<file path="src/rtl/dna_edit_pkg.sv">
// Shared constants, types and helpers for the DNA word editor.
// The optional out_err port is enabled by defining DNA_EDIT_ERR_EN.
package dna_edit_pkg;

    localparam int N      = 6;
    localparam int MAX_ED = 4;
    localparam int IDX_W  = 7;
    localparam int D      = N + MAX_ED;
    localparam int NE_W   = $clog2(MAX_ED + 1);
    localparam int LEN_W  = $clog2(D + 1);
    localparam int W_IN   = 2 * N;
    localparam int W_OUT  = 2 * D;

    localparam logic [1:0] DIG_A = 2'd0;
    localparam logic [1:0] DIG_C = 2'd1;
    localparam logic [1:0] DIG_G = 2'd2;
    localparam logic [1:0] DIG_T = 2'd3;

    typedef enum logic [1:0] {OP_NOP, OP_SUB, OP_INS, OP_DEL} ed_op_t;
    typedef enum logic [1:0] {IDLE, EDIT, OUT} state_t;

    // The working buffer keeps digit 0 in the MSBs; the output is right-aligned.
    function automatic logic [W_OUT-1:0] right_align(input logic [W_OUT-1:0] word,
                                                     input logic [LEN_W-1:0] len);
        return word >> (2 * (D - int'(len)));
    endfunction

endpackage

</file>
<file path="src/rtl/dna_edit_apply.sv">
// Combinational single-edit shift network over a left-aligned digit buffer.
// Digits at positions >= len are kept at zero so shifts never drag in garbage.
module dna_edit_apply
    import dna_edit_pkg::*;
(
    input  logic [W_OUT-1:0] word,
    input  logic [LEN_W-1:0] len,
    input  ed_op_t           op,
    input  logic [IDX_W-1:0] index,
    input  logic [1:0]       digit,
    output logic [W_OUT-1:0] next_word,
    output logic [LEN_W-1:0] next_len,
    output logic             range_err
);

    logic [IDX_W-1:0] len_x;
    assign len_x = IDX_W'(len);

    always_comb begin
        // NOTE: every output gets a default first so no path infers a latch.
        next_word = word;
        next_len  = len;
        range_err = 1'b0;
        case (op)
            OP_SUB: begin
                if (index < len_x) begin
                    for (int j = 0; j < D; j++)
                        if (IDX_W'(j) == index) next_word[2*(D-1-j) +: 2] = digit;
                end else begin
                    range_err = 1'b1;
                end
            end
            OP_INS: begin
                if (index <= len_x && len_x < IDX_W'(D)) begin
                    for (int j = 1; j < D; j++)
                        if (IDX_W'(j) > index) next_word[2*(D-1-j) +: 2] = word[2*(D-j) +: 2];
                    for (int j = 0; j < D; j++)
                        if (IDX_W'(j) == index) next_word[2*(D-1-j) +: 2] = digit;
                    next_len = len + LEN_W'(1);
                end else begin
                    range_err = 1'b1;
                end
            end
            OP_DEL: begin
                if (index < len_x) begin
                    for (int j = 0; j < D - 1; j++)
                        if (IDX_W'(j) >= index) next_word[2*(D-1-j) +: 2] = word[2*(D-2-j) +: 2];
                    next_word[1:0] = 2'b00;
                    next_len = len - LEN_W'(1);
                end else begin
                    range_err = 1'b1;
                end
            end
            default: ;
        endcase
    end

endmodule

</file>
<file path="src/rtl/dna_word_editor.sv">
// Multi-edit DNA word corrector: load a base word, apply up to MAX_ED edits, emit it.
// Define DNA_EDIT_ERR_EN to expose the sticky out_err flag.
module dna_word_editor
    import dna_edit_pkg::*;
(
    input  logic             clk,
    input  logic             rst,
    input  logic             in_valid,
    output logic             in_ready,
    input  logic [W_IN-1:0]  in_word,
    input  logic [NE_W-1:0]  in_nedits,
    input  logic             ed_valid,
    output logic             ed_ready,
    input  logic [1:0]       ed_op,
    input  logic [IDX_W-1:0] ed_index,
    input  logic [1:0]       ed_digit,
    output logic             out_valid,
    input  logic             out_ready,
    output logic [W_OUT-1:0] out_word,
    output logic [LEN_W-1:0] out_len
`ifdef DNA_EDIT_ERR_EN
    ,
    output logic             out_err
`endif
);

    state_t           state_q, state_d;
    logic [W_OUT-1:0] word_q, word_d, ap_word;
    logic [LEN_W-1:0] len_q, len_d, ap_len;
    logic [NE_W-1:0]  rem_q, rem_d, nedits_clamped;
    logic             err_q, err_d, ap_err, in_ready_q, out_err_q;

    dna_edit_apply u_apply (
        .word      (word_q),
        .len       (len_q),
        .op        (ed_op_t'(ed_op)),
        .index     (ed_index),
        .digit     (ed_digit),
        .next_word (ap_word),
        .next_len  (ap_len),
        .range_err (ap_err)
    );

    assign nedits_clamped = (in_nedits > NE_W'(MAX_ED)) ? NE_W'(MAX_ED) : in_nedits;
    assign in_ready       = in_ready_q;

    always_comb begin
        state_d   = state_q;
        word_d    = word_q;
        len_d     = len_q;
        rem_d     = rem_q;
        err_d     = err_q;
        ed_ready  = 1'b0;
        out_valid = 1'b0;
        case (state_q)
            IDLE: begin
                if (in_valid && in_ready_q) begin
                    word_d  = {in_word, {(2*MAX_ED){1'b0}}};
                    len_d   = LEN_W'(N);
                    rem_d   = nedits_clamped;
                    err_d   = (in_nedits > NE_W'(MAX_ED));
                    state_d = (nedits_clamped == '0) ? OUT : EDIT;
                end
            end
            EDIT: begin
                ed_ready = 1'b1;
                if (ed_valid) begin
                    word_d = ap_word;
                    len_d  = ap_len;
                    err_d  = err_q | ap_err;
                    rem_d  = rem_q - NE_W'(1);
                    if (rem_q == NE_W'(1)) state_d = OUT;
                end
            end
            OUT: begin
                out_valid = 1'b1;
                if (out_ready) state_d = IDLE;
            end
            default: state_d = IDLE;
        endcase
    end

    // in_ready is registered so it stays low throughout reset and rises on the first edge.
    always_ff @(posedge clk or negedge rst) begin
        if (!rst) begin
            // NOTE: sequential state uses non-blocking assignments; every register is reset
            // because an abort must leave no trace of the partial word.
            state_q    <= IDLE;
            word_q     <= '0;
            len_q      <= '0;
            rem_q      <= '0;
            err_q      <= 1'b0;
            in_ready_q <= 1'b0;
            out_word   <= '0;
            out_len    <= '0;
            out_err_q  <= 1'b0;
        end else begin
            state_q    <= state_d;
            word_q     <= word_d;
            len_q      <= len_d;
            rem_q      <= rem_d;
            err_q      <= err_d;
            in_ready_q <= (state_d == IDLE);
            if (state_q != OUT && state_d == OUT) begin
                out_word  <= right_align(word_d, len_d);
                out_len   <= len_d;
                out_err_q <= err_d;
            end
        end
    end

`ifdef DNA_EDIT_ERR_EN
    assign out_err = out_err_q;
`else
    logic unused_err;
    assign unused_err = out_err_q;
`endif

endmodule

</file>
<file path="config.mk">
export PLATFORM = sky130hd
export DESIGN_NAME = dna_word_editor
export DESIGN_NICKNAME = d
export VERILOG_FILES = /design/src/rtl/dna_edit_pkg.sv /design/src/rtl/dna_edit_apply.sv /design/src/rtl/dna_word_editor.sv
export SDC_FILE = /design/constraint.sdc
export NUM_CORES = 1
export LEC_CHECK = 0
export CAP_MARGIN = 10
export CORE_UTILIZATION = 45
export DETAILED_ROUTE_END_ITERATION = 6
export HOLD_SLACK_MARGIN = 0.15
export PLACE_DENSITY_LB_ADDON = 0.25
export SLEW_MARGIN = 20
export SYNTH_ARGS = -nofsm -noshare
export SYNTH_HDL_FRONTEND = slang
export SYNTH_SLANG_ARGS = --single-unit
</file>
<file path="constraint.sdc">
create_clock -name clk -period 6.5 [get_ports clk]
set_input_delay 1.3 -clock clk [delete_from_list [all_inputs] [get_ports clk]]
set_output_delay 1.3 -clock clk [all_outputs]
set_load 0.03 [all_outputs]
</file>
# Word-level counts from Yosys, hierarchy flattened
# Index checks and enable logic that the tools add are counted.
dict set report word_totals {
  ff_bits 54
  output_inout_bits 27
}
dict set report classes {
  addsub 4
  n_lt_le_gt_ge 22
  n_eq_ne 19
  shift 1
  mux 62
  reduce_logical 9
}
# op count
set ops {}
lappend ops {{20-bit two-way mux} 5}
lappend ops {{2-bit two-way mux} 42}
lappend ops {{20-bit case mux with 3 select lines} 1}
lappend ops {{20-bit case mux with 2 select lines} 1}
lappend ops {{20-bit by 32-bit right shift with 20-bit output} 1}
lappend ops {{3-bit by 7-bit == test with 1-bit output, first input constant} 4}
lappend ops {{3-bit by 7-bit >= comparator with 1-bit output, first input constant} 4}
lappend ops {{3-bit by 7-bit > comparator with 1-bit output, first input constant} 4}
lappend ops {{4-bit two-way mux} 4}
lappend ops {{4-bit case mux with 2 select lines} 2}
lappend ops {{2-bit by 7-bit == test with 1-bit output, first input constant} 2}
lappend ops {{4-bit by 7-bit == test with 1-bit output, first input constant} 2}
lappend ops {{1-bit by 7-bit >= comparator with 1-bit output, first input constant} 2}
lappend ops {{2-bit by 7-bit >= comparator with 1-bit output, first input constant} 2}
lappend ops {{2-bit by 7-bit > comparator with 1-bit output, first input constant} 2}
lappend ops {{4-bit by 7-bit > comparator with 1-bit output, first input constant} 2}
lappend ops {{3-bit two-way mux} 3}
lappend ops {{2-bit == test, second input constant} 4}
lappend ops {{1-bit by 7-bit == test with 1-bit output, first input constant} 1}
lappend ops {{4-bit by 7-bit >= comparator with 1-bit output, first input constant} 1}
lappend ops {{1-bit by 7-bit > comparator with 1-bit output, first input constant} 1}
lappend ops {{7-bit by 4-bit less-or-equal comparator with 1-bit output} 1}
lappend ops {{7-bit logical NOT} 1}
lappend ops {{7-bit by 4-bit < comparator with 1-bit output} 1}
lappend ops {{17 further kinds} 24}

# Logic depth before layout (Yosys ltp)
dict set report depth {
  ltp_word 8
  ltp_mapped 18
  depth_no_buf 14
}

# By module
# A second synthesis with hierarchy kept.
dict set report hier_totals {
  cells_unflattened 646
  hier_area_um2 5163.7
}
# module instances cells_per_inst area_each_um2 seq_area_each_um2
set modules_own_cells {}
lappend modules_own_cells {dna_word_editor 1 321 3144.3 1351.3}
lappend modules_own_cells {dna_edit_apply 1 325 2019.4 0.0}

# Least setup slack after synthesis
# No wires, ideal clock.
dict set report synth_path {
  path_type {input -> register}
  start {input ed_index[0]}
  end {register out_word[8]}
  setup_time_ns 0.132
  arrival_time_ns 4.828
  slack_ns 1.541
  stages 18
  path_buffers 4
  cell_sequence {clkbuf_1 > buf_2 > inv_1 > ha_1 > and2_1 > a211oi_4 > nor4_2 > o21a_1 > nor2_4 > inv_2 > buf_4 > ha_1 > clkbuf_1 > inv_1 > a31o_2 > o221a_2 > a31oi_1 > o31ai_1}
}
dict set report synth_between {
  elab_chain_cells 8
  elab_cells_between_ends 81
}
# item line
set synth_lines {}
lappend synth_lines {{start, declared} dna_word_editor.sv:15} ;# input logic [IDX_W-1:0] ed_index,
lappend synth_lines {{7-bit by 4-bit less-or-equal comparator with 1-bit output} dna_edit_apply.sv:34} ;# if (index <= len_x && len_x < IDX_W'(D)) begin
lappend synth_lines {{1-bit logical AND} dna_edit_apply.sv:34}
lappend synth_lines {{4-bit two-way mux} dna_edit_apply.sv:34}
lappend synth_lines {{4-bit case mux with 2 select lines *} dna_edit_apply.sv:24} ;# case (op)
lappend synth_lines {{4-bit two-way mux *} dna_word_editor.sv:67} ;# if (ed_valid) begin
lappend synth_lines {{4-bit case mux with 2 select lines *} dna_word_editor.sv:55} ;# case (state_q)
lappend synth_lines {{via len_d[0]} dna_word_editor.sv:29} ;# logic [LEN_W-1:0] len_q, len_d, ap_len;
lappend synth_lines {{4-bit by 4-bit subtractor with 5-bit output *} dna_edit_pkg.sv:25} ;# return word >> (2 * (D - int'(len)));
lappend synth_lines {{20-bit by 32-bit right shift with 20-bit output *} dna_edit_pkg.sv:25}
lappend synth_lines {{end signal, assigned} dna_word_editor.sv:105} ;# out_word <= right_align(word_d, len_d);
lappend synth_lines {{end, declared} dna_word_editor.sv:19} ;# output logic [W_OUT-1:0] out_word,
# Mark *: on every way through the listed nets, which the timed path passes. The rest lies on a longest branch.
# A chain may end at the register's enable or synchronous reset.

# Worst setup path in the final report
dict set report layout_path {
  start {input ed_index[3]}
  end {register out_word[17]}
}
dict set report layout_between {
  elab_chain_cells 8
  elab_cells_between_ends 81
}
# item line
set layout_lines {}
lappend layout_lines {{7-bit by 4-bit less-or-equal comparator with 1-bit output, or another cell as far along} dna_edit_apply.sv:34}
lappend layout_lines {{1-bit logical AND or 2-bit two-way mux (tied branches)} {dna_edit_apply.sv:34, dna_edit_apply.sv:36}}
lappend layout_lines {{4-bit two-way mux or 2-bit two-way mux (tied branches)} {dna_edit_apply.sv:34, dna_edit_apply.sv:38}}
lappend layout_lines {{4-bit case mux with 2 select lines or 20-bit two-way mux (tied branches)} {dna_edit_apply.sv:24, dna_edit_apply.sv:34}}
lappend layout_lines {{4-bit two-way mux or 20-bit case mux with 3 select lines (tied branches)} {dna_word_editor.sv:67, dna_edit_apply.sv:24}}
lappend layout_lines {{4-bit case mux with 2 select lines or 20-bit two-way mux (tied branches)} {dna_word_editor.sv:55, dna_word_editor.sv:67}}
lappend layout_lines {{4-bit by 4-bit subtractor with 5-bit output or 20-bit case mux with 2 select lines (tied branches)} {dna_edit_pkg.sv:25, dna_word_editor.sv:55}}
lappend layout_lines {{20-bit by 32-bit right shift with 20-bit output *} dna_edit_pkg.sv:25}
# Mark *: on every way between the ends. The rest lies on a longest branch, timed or not.

==> results.yml <==
global_routing:
  grt_antenna_before_repair: 0
  grt_max_degree: 55
  grt_pass1_wl_um: 33100
  grt_overflow: 0
  gr-usage-all-layers_pct: 34.0
  grt_pass1_vias: 5831
critical_path:
  end_kind: "register"
  cpPeakStageDelay_ps: 550
  required_ps: 6740
  crit_chain: "clkdlybuf4s50_1 > buf_4 > ha_1 > a21oi_1 > nand2_1 > nor3_1 > nor3_2 > nor2_4 > inv_2 > ha_1 > o21ai_1 > nand4_1 > a21oi_1 > a32o_1"
  crit_slowest_cell: "o21ai_1"
  start_kind: "input pin"
  critPathKind: "input pin to register"
  worstPathArrival_ps: 5660
  path_max_fanout: 20
route:
  post_drt_wl_per_cell_um: 24.2
  via_per_inst: 6.98
  first_pass_iters: 7
  antenna_left: 0
  drt_wl_total_um: 21000
  vias: 6042
  drc_errors: 2
  drt_iter0_markers: 791
clock_tree:
  cts_sinks: 54
  cts_buffers: 5
  path_clk_slew_ps: 70
  cts_tree: "built"
  clock_path_buffers: 2
  clock_latency_ps: 300
  post_cts_buffers: 0
  hold_buffers: 0
  ctsRootBufferMaster: "clkbuf_16"
  cts_resized: 0
  htreeDepth: 2
status:
  outcome: "finished with violations"
  violations: "design-rule violations"
cells_and_area:
  n_fill_cell: 1071
  finalNonFillerCells: 865
  drive_gt1_share_pct: 12.2
  antenna_cells: 0
  post-route-util_pct: 54.2
  fin_nets: 761
  syn_to_final_growth_pct: 15.5
placed_design:
  place_congestion: 0.954
  hpwlAfterDp_um: 15600
  io_buffer_count: 57
  dp.cells: 857
sta:
  tightest_slew_ps: 1060
  tns_ps: 0
  slew_viol_final: 0
  clock_skew_ps: 6.61
  fin_crit_ps: 5420
  hold_slack_ps: 495
  fin_crit_sh_pct: 83.4
  final_hold_viol_count: 0
  setup_viol: 0
  max_freq_mhz: 184
  relSlewSlack_pct: 28.9
  rsz0062_at_grt: "false"
yosys:
  synth_cell_types: 95
  synth-seq-cells: 54
  netlist_area_um2: 5420
  synth_top_flop_cell: "dfrtp_1"
  yosysSeqAreaShare_pct: 24.9
  yosys_warnings: 0
  synth_top_area_share_pct: 24.9
  synth_top_area_cell: "dfrtp_1"
  postSynthCellCount: 689
  syn_avg_cell_area_um2: 7.87
  synth_nets: 729
  synth_area_leaders: "dfrtp_1, nand2_1, a21oi_1, nor2_1, a31oi_1"
  synth_enable_flop_cells: 0
  synth_common_cells: "nand2_1, dfrtp_1, nor2_1"
  yosysMostFrequentCell: "nand2_1"
  async_flop_share_pct: 100
power:
  powerDensity_nw_per_um2: 449
  p_leak_nw: 2.40
  total_power_mw: 2.81
  irDropWorstVdd_mv: 0.284
floorplan:
  die-height_um: 112
  ios: 58
  initial_core_util_pct: 46.9
  rows: 39
  dieWidth_um: 112
  dieArea_um2: 12500
  core-area_um2: 11600
job:
  maxCapViolations: 0
worst_hold_path:
  hold_path.class: "register to register"
[report_power, final]
part           total (mW)  internal (mW)  switching [mW]
Clock               0.359          0.232           0.128
Combinational        1.79          0.647            1.15
Sequential          0.661          0.474           0.188
[logic make-up after synthesis]
family	share of synthesized area, %
multiplexers	5.26
flip-flops	24.9
AND/OR/NAND/NOR	25.6
XOR/XNOR	0.323
AO/OA/AOI/OAI	35.1
adder cells (fa/ha/maj)	2.08
buffers and inverters	6.74
[registers in the layout, indices dropped and copies added, names as in the netlist]
signal	flops
len_q	4
out_len	4
in_ready	1
out_word	20
state_q	2
rem_q	3
word_q	20
[critical path, delay by kind of cell]
kind	cells	cell delay, ps
simple gates	5	1420
fa+ha+maj	2	640
compound gates	4	1350
buf+inv	3	940
[layout by cell type (no fill, tap or decap), types with 5 or more instances in the layout]
master	instances
mux2i_1	15
a21o_1	8
and3_1	8
a211oi_1	10
a311oi_1	5
o221ai_1	5
nand2b_1	8
nor3_1	23
o21ai_1	8
nand3b_1	6
clkdlybuf4s50_1	56
a31o_2	7
dfrtp_1	54
a41oi_1	6
nand3_1	23
mux2_2	7
nand4_1	16
o21a_1	6
o31ai_1	9
nand2_1	66
nor2_1	51
nor2b_1	7
and2_1	11
buf_4	22
ha_1	9
o211ai_1	12
o21ai_0	30
or3_1	10
a21oi_1	42
a31oi_1	25
clkbuf_16	5
inv_1	23
a22o_1	6
o22ai_1	15
[final cells by class]
cell class                      instances  area (µm²)  area share (%)
Inverter                               26        97.6            1.56
Multi-Input combinational cell        555        3710            59.2
Tap cell                              143         179            2.86
Sequential cell                        54        1350            21.6
Clock inverter                          2        60.1           0.959
Timing Repair Buffer                   79         731            11.7
Clock buffer                            6         139            2.22
[worst paths after layout]
check                             from  slack (ps)  cells after the start            to
setup reg to reg              len_q[2]        2100                     13  out_word[17]
max in group asynchronous          rst        4880                      2     word_q[7]
min in group asynchronous          rst        1140                      2    out_len[2]
setup / recovery           ed_index[3]        1080                     14  out_word[17]
hold / removal              out_len[1]         500                      2    out_len[1]
hold reg to reg             out_len[1]         500                      2    out_len[1]
[routing by layer]
| layer | GRT usage (%) | routed length (µm) | vias up |
|---|---|---|---|
| met2 | 53.7 | 9380 | 380 |
| li1 | - | - | 2732 |
| met4 | 16.8 | 952 | 0 |
| met5 | 0 | 0 | - |
| met1 | 44.3 | 8650 | 2855 |
| met3 | 6.97 | 1990 | 75 |
[metrics by stage]
stage | worst slack (ps) | cell area (µm²)
2_1_floorplan | 1540 | 5420
3_3_place_gp | 1040 | 6060
3_5_place_dp | 833 | 6060
4_1_cts | 1140 | 6260
5_1_grt | 710 | 6260
6_report | 1080 | 6260
No activity file was read; power rests on OpenSTA's default activity.
